$ cat config.mk
export PLATFORM = sky130hd
export DESIGN_NAME = i2s_rx_sample_packer
export DESIGN_NICKNAME = d
export VERILOG_FILES = /design/src/rtl/i2s_rx_sample_packer.sv
export SDC_FILE = /design/constraint.sdc
export NUM_CORES = 1
export LEC_CHECK = 0
export CAP_MARGIN = 10
export CORE_MARGIN = 4
export CORE_UTILIZATION = 35
export CTS_CLUSTER_DIAMETER = 150
export DETAILED_ROUTE_END_ITERATION = 8
export PLACE_DENSITY_LB_ADDON = 0.2
export SYNTH_ARGS = -nofsm -noshare
export SYNTH_HDL_FRONTEND = slang
export SYNTH_SLANG_ARGS = --single-unit
$ cat constraint.sdc
create_clock -name i2s_clk_int -period 18.9 [get_ports i2s_clk_int]
set_input_delay 1.89 -clock i2s_clk_int [delete_from_list [all_inputs] [get_ports i2s_clk_int]]
set_output_delay 1.89 -clock i2s_clk_int [all_outputs]
set_load 0.03 [all_outputs]
$ cat src/rtl/i2s_rx_sample_packer.sv
// I2S receive sample packer: pairs 16-bit left/right samples (or two consecutive
// left samples in mono mode) into 32-bit words and buffers them in a show-ahead
// FIFO popped by the downstream bridge in the same bit-clock domain.
module i2s_rx_sample_packer #(
  parameter int unsigned AW = 3
) (
  input  logic          i2s_clk_int,
  input  logic          rst,
  input  logic          mono_en_i,
  input  logic [15:0]   data_left_i,
  input  logic [15:0]   data_right_i,
  input  logic          push_left_i,
  input  logic          push_right_i,
  input  logic          rd_en_i,
  output logic [31:0]   rd_data_o,
  output logic          empty_o,
  output logic          full_o,
  output logic [AW:0]   level_o,
  output logic          overflow_o,
  output logic          pair_err_o,
  input  logic          clr_err_i
);

  localparam int unsigned Depth   = 2 ** AW;
  localparam logic [AW:0] LvlFull = (AW + 1)'(Depth);

  typedef enum logic {StWaitL, StWaitR} state_e;

  state_e        state_q, state_d;
  logic [15:0]   hold_q, hold_d;
  logic          mono_q;
  logic          wr_req;
  logic [31:0]   wr_word;
  logic          pair_set;
  logic          ovf_set;
  logic          wr_ok, rd_ok;
  logic [AW-1:0] wr_ptr_q, rd_ptr_q;
  logic [AW:0]   level_q, level_d;
  logic [31:0]   mem_q [Depth];
  logic          overflow_q, pair_err_q;

  // Pairing FSM: decides hold updates, completed words and sequence errors.
  always_comb begin
    state_d  = state_q;
    hold_d   = hold_q;
    wr_req   = 1'b0;
    wr_word  = '0;
    pair_set = 1'b0;
    if (mono_en_i != mono_q) begin
      // Mode change: drop any partial pair and ignore this cycle's pushes.
      state_d = StWaitL;
    end else if (mono_q) begin
      if (push_left_i) begin
        unique case (state_q)
          StWaitL: begin
            hold_d  = data_left_i;
            state_d = StWaitR;
          end
          StWaitR: begin
            wr_req  = 1'b1;
            wr_word = {hold_q, data_left_i};
            state_d = StWaitL;
          end
          default: state_d = StWaitL;
        endcase
      end
    end else begin
      if (push_left_i) begin
        // Left always (re)loads the hold; a pending left or a same-cycle right is an error.
        hold_d  = data_left_i;
        state_d = StWaitR;
        if (state_q == StWaitR || push_right_i) pair_set = 1'b1;
      end else if (push_right_i) begin
        if (state_q == StWaitR) begin
          wr_req  = 1'b1;
          wr_word = {hold_q, data_right_i};
          state_d = StWaitL;
        end else begin
          pair_set = 1'b1;
        end
      end
    end
  end

  // FSM, hold and mode registers.
  always_ff @(posedge i2s_clk_int or posedge rst) begin
    if (rst) begin
      state_q <= StWaitL;
      hold_q  <= '0;
      mono_q  <= 1'b0;
    end else begin
      state_q <= state_d;
      hold_q  <= hold_d;
      mono_q  <= mono_en_i;
    end
  end

  // FIFO handshake: a full FIFO still accepts a write when a pop frees the head slot.
  always_comb begin
    full_o  = (level_q == LvlFull);
    empty_o = (level_q == '0);
    rd_ok   = rd_en_i & ~empty_o;
    wr_ok   = wr_req & (~full_o | rd_en_i);
    ovf_set = wr_req & full_o & ~rd_en_i;
    level_d = level_q;
    unique case ({wr_ok, rd_ok})
      2'b10:   level_d = level_q + 1'b1;
      2'b01:   level_d = level_q - 1'b1;
      default: level_d = level_q;
    endcase
  end

  // FIFO storage, pointers and level counter.
  always_ff @(posedge i2s_clk_int or posedge rst) begin
    if (rst) begin
      wr_ptr_q <= '0;
      rd_ptr_q <= '0;
      level_q  <= '0;
      for (int i = 0; i < Depth; i++) mem_q[i] <= '0;
    end else begin
      if (wr_ok) begin
        mem_q[wr_ptr_q] <= wr_word;
        wr_ptr_q        <= wr_ptr_q + 1'b1;
      end
      if (rd_ok) rd_ptr_q <= rd_ptr_q + 1'b1;
      level_q <= level_d;
    end
  end

  // Sticky error flags; a new set wins over a same-cycle clear.
  always_ff @(posedge i2s_clk_int or posedge rst) begin
    if (rst) begin
      overflow_q <= 1'b0;
      pair_err_q <= 1'b0;
    end else begin
      overflow_q <= ovf_set | (overflow_q & ~clr_err_i);
      pair_err_q <= pair_set | (pair_err_q & ~clr_err_i);
    end
  end

  // Output mapping; read data is show-ahead from registered storage.
  always_comb begin
    rd_data_o  = mem_q[rd_ptr_q];
    level_o    = level_q;
    overflow_o = overflow_q;
    pair_err_o = pair_err_q;
  end

endmodule

; After elaboration in Yosys (flattened, before gate mapping)
; Index checks and enable logic that the tools add are counted.
[totals]
regBits = 286
input_bits = 39
word_cells = 89
[op_classes]
n_addsub = 4
magnitude_cmp = 3
eq_ne = 6
muxes = 36
bitwise = 17
n_reduce_logical = 7
[op_table]
columns = cell, count
row1 = 32-bit two-way mux, 10
row2 = 256-bit bitwise mux, 1
row3 = 32-bit binary-select mux with 3-bit select, 1
row4 = 32-bit demux with 3-bit select, 1
row5 = 16-bit two-way mux, 4
row6 = 1-bit two-way mux, 17
row7 = 4-bit greater-or-equal comparator (second input constant), 2
row8 = 3-bit inverter with 4-bit output, 2
row9 = 4-bit one-hot mux with 2 select lines, 1
row10 = 3-bit by 1-bit adder with 3-bit output (second input constant), 2
row11 = 1-bit bitwise AND, 6
row12 = 1-bit inverter, 6
row13 = 4-bit by 1-bit adder with 4-bit output (second input constant), 1
row14 = 4-bit equality test (second input constant), 1
row15 = 4-bit zero test, 1
row16 = 4-bit by 1-bit less-than comparator with 1-bit output (second input constant), 1
row17 = 4-bit by 1-bit subtractor with 4-bit output (second input constant), 1
row18 = 3-bit by 2-bit inequality test with 1-bit output (second input constant), 1
row19 = 1-bit OR, 3
row20 = 3-bit AND reduction, 1
row21 = 3-bit nonzero test, 1
row22 = 2-bit by 1-bit equality test with 1-bit output (second input constant), 1
row23 = 2-bit equality test (second input constant), 1
row24 = 2-bit inequality test (second input constant), 1
row25 = other kinds (6), 6

; Longest topological paths before layout
[logic_depth]
ltp_word = 8
mapped_depth = 10
mapped_depth_nobuf = 9

; Least setup slack after synthesis
; No wires, ideal clock.
[synth_path]
kind = register to output
from = register rd_ptr_q[0]
to = output rd_data_o[12]
arrival_ns = 2.353
required_time_ns = 17.010
setup_slack_ns = 14.657
stages_incl_launch_ff = 6
path_buffers = 3
path_cell_list = dfrtp_1 clkbuf_1 buf_1 clkbuf_1 mux4_2 mux2_2
[synth_between]
elab_chain_len = 4
[synth_rtl]
columns = item, line
row1 = start: declaration, 37  ; logic [AW-1:0] wr_ptr_q, rd_ptr_q;
row2 = start signal: assignment, 125  ; if (rd_ok) rd_ptr_q <= rd_ptr_q + 1'b1;
row3 = 3-bit inverter with 4-bit output (implied by the code), 143  ; rd_data_o = mem_q[rd_ptr_q];
row4 = 32-bit binary-select mux with 3-bit select, 143
row5 = 32-bit two-way mux (implied by the code) (2 in a row), 143
row6 = end: declaration, 15  ; output logic [31:0] rd_data_o,
; No other way between the ends. The select of a mux whose other input is x is not followed.

; Final worst setup path
[layout_path]
from = register rd_ptr_q[0]
to = output rd_data_o[14]
; Same word-level chain as after synthesis.

==> metrics.csv <==
stage,metric,value,unit
worst_hold_path,min_from,mem_q[255],
synth,synthesis.area,13330,um^2
cts,clockBufferDepth,3,
worst_hold_path,hold_end,mem_q[255],
grt,grt_pass1_vias,8079,
critical_path,end_kind,output port,
cts,cts_hold_buf,0,
run_status,status,"finished, final reports clean",
cts,cts_tree,yes,
sta,setup-violations-final,0,
cts,cts-root-buf,clkbuf_16,
finish,syn_to_final_growth,16.63,%
die,die-area,41280,um^2
placement,placedCellCount,1382,
sta,max_clock_freq,0.1829,GHz
finish,num-nets-final,952,
grt,grt_pass1_wl,49.47,mm
critical_path,path_delay_family,buffers and inverters,
drt,firstDrtPassIters,5,
synth,syn_inst,850,
cts,cts_buffers,34,
critical_path,setup.worst_path.start,rd_ptr_q[0],
finish,n_antenna_cell,0,
grt,antenna_found_initial,0,
drt,via_per_inst,5.111,
critical_path,reg2regPathDepth,4,
power,power.leakage,0.007292,uW
placement,place_congestion,0.7341,
drt,post-route-drc-count,0,
critical_path,path_buf_inv,2,
finish,instances_no_fill,1435,
cts,cts_max_level,2,
finish,final_cell_mix,"283 x dfrtp_1, 271 x mux2_2, 78 x clkdlybuf4s50_1",
critical_path,r2r-start,mono_q,
cts,cts_sinks,286,
finish,nFillCells,3437,
critical_path,crit_required,17.01,ns
critical_path,cpPeakStageDelay,0.82,ns
placement,post-place-ws,13.49,ns
drt,num_vias,7334,
placement,portBuffers,78,
sta,tightest_slew,1.120,ns
critical_path,path_cells,buf_4 > mux4_2 > mux2_2 > clkdlybuf4s50_1,
placement,dpl.hpwl,18.27,mm
sta,slew_headroom,25.35,%
grt,grt_overflow,0,
synth,synth.yosys.seq_area_share,53.68,%
placement,place_area,14540,um^2
cts,post_cts_buffers,0,
finish,final_design_area_no_fill,15550,um^2
sta,rsz0062_at_grt,false,
sta,fin_crit_sh,28.94,%
grt,grt_usage,15.39,%
cts,ctsResizeCount,0,
die,core-area,37580,um^2
synth,ys_ff_latch,286,
die,die_w,203.2,um
synth,avgSynthCellArea,15.69,um^2
drt,ant_nets,0,
power,peakVddDrop,0.07490,mV
finish,multi_input_area,5784,um^2
cts,clock_latency,0.50,ns
drt,wire_per_inst,21.97,um
critical_path,cp_slowest_cell,buf_4,
finish,seq_area,7166,um^2
worst_hold_path,whs_path_depth,1,
critical_path,path_max_fanout,48,
die,start_util,35.48,%
finish,drive_gt1_share,47.29,%
cts,clk_pin_slew,0.06,ns
power,power_density,102.0,nW/um^2
drt,routed_wl,31.52,mm
synth,yosysWarnings,0,
sta,fin_hold_ws,0.4931,ns
flow_run,max_cap_viol_count,0,
sta,worst_slack,13.43,ns
sta,skew,0.01061,ns
worst_hold_path,hp-class,register to register,
synth,synthesis.nets,895,
critical_path,r2r_slack,15.52,ns
sta,slew_viol_final,0,
sta,tns,0,ns
critical_path,arrival,3.58,ns
grt,grt_max_degree,122,
die,ioPinCount,79,
sta,hold_viol_final,0,
drt,first_iter_violations,343,
critical_path,r2r-end,mem_q[125],
finish,layout_commonest_cell,dfrtp_1,
die,rows,71,
die,die_y,203.2,um
synth,synth_cell_types,45,
sta,final.min_clock_period,5.469,ns
critical_path,cp-start-kind,register,
critical_path,path_class,register to output port,
[how the worst max path moves through the flow]
stage | endpoint | slack [ns] | cells after the start
2_1_floorplan | hold_q[0] | 9.12 | 1
3_3_place_gp | mem_q[116] | 13.55 | 5
3_5_place_dp | mem_q[116] | 13.49 | 5
4_1_cts | rd_data_o[24] | 13.31 | 4
5_1_grt | rd_data_o[16] | 13.20 | 4
6_report | rd_data_o[14] | 13.43 | 4
[logic make-up (layout without fill, tap and decap cells)]
| kind of cell | after synthesis | after routing | share of synthesized area (%) |
|---|---|---|---|
| AND/OR/NAND/NOR | 69 | 69 | 3.003 |
| adder cells (fa/ha/maj) | 6 | 6 | 0.6194 |
| flip-flops | 286 | 286 | 53.68 |
| buffers and inverters | 84 | 158 | 3.219 |
| XOR/XNOR | 7 | 7 | 0.4598 |
| AO/OA/AOI/OAI | 27 | 27 | 1.445 |
| multiplexers | 371 | 371 | 37.58 |
[routing by layer]
metal	share of wire [%]	GRT usage, %	up-vias
met5	0	0	-
met4	1.1	2.770	0
met3	3.1	2.496	28
met2	49	25.61	92
met1	46	21.74	3980
li1	-	-	3234
[cells in the mapped netlist (all sizes together)]
cell type	count	area [um^2]
mux2	306	3558
dfrtp	286	7157
mux4	64	1441
clkbuf	44	166.4
buf	29	221.5
nor2	19	71.32
a22oi	16	120.1
and2	16	100.1
inv	11	41.29
nand2	10	37.54
ha	5	62.56
o21ai	5	25.02
xnor2	5	43.79
nor3	3	15.01
nor4	3	25.02
a21oi	2	10.01
nand2b	2	12.51
nand3	2	10.01
nor3b	2	20.02
nor4b	2	23.77
or3	2	12.51
or4b	2	27.53
xor2	2	17.52
a221o	1	10.01
a22o	1	8.760
a32o	1	10.01
and3	1	6.260
fa	1	20.02
mux2i	1	10.01
nand4	1	6.260
nand4b	1	8.760
nor2b	1	6.260
nor4bb	1	10.01
o311ai	1	8.760
or4	1	7.510
[worst reg2reg max path, stage by stage, from the launching register on]
cell and delay, ns:
dfrtp_1 0.47, or4b_4 0.55, a221o_1 0.54, or4_2 1.17
mux2_1 0.53
[flip-flops by register name (all words and copies together), names as in the netlist]
signal,count
hold_q,16
level_o,4
pair_err_o,1
mem_q,256
state_q,1
rd_ptr_q,3
overflow_o,1
wr_ptr_q,3
mono_q,1
[power by group]
| group | leakage [uW] | switching, uW | internal [uW] |
|---|---|---|---|
| logic | 0.00286 | 143 | 132 |
| clock network | 0.000498 | 242 | 361 |
| registers | 0.00393 | 66.5 | 643 |
| total | 0.00729 | 451 | 1140 |
[stage by stage]
step                      utilization (%)  total power (uW)
after global placement              38.69             998.6
after floorplan                         -             898.4
final                               41.38              1586
after global routing                41.38              1661
after detailed placement            38.69              1002
after CTS                           41.38              1614
[area by class of cell]
type / instances / share of cell area, %
clock buffers: 49 / 6.373
well taps: 511 / 4.112
repair buffers: 94 / 5.793
inverters: 11 / 0.3138
flip-flops and latches: 286 / 46.08
clock inverters: 4 / 0.1287
multi-input cells: 480 / 37.20
Note: power is estimated with default switching activity, not from simulation.
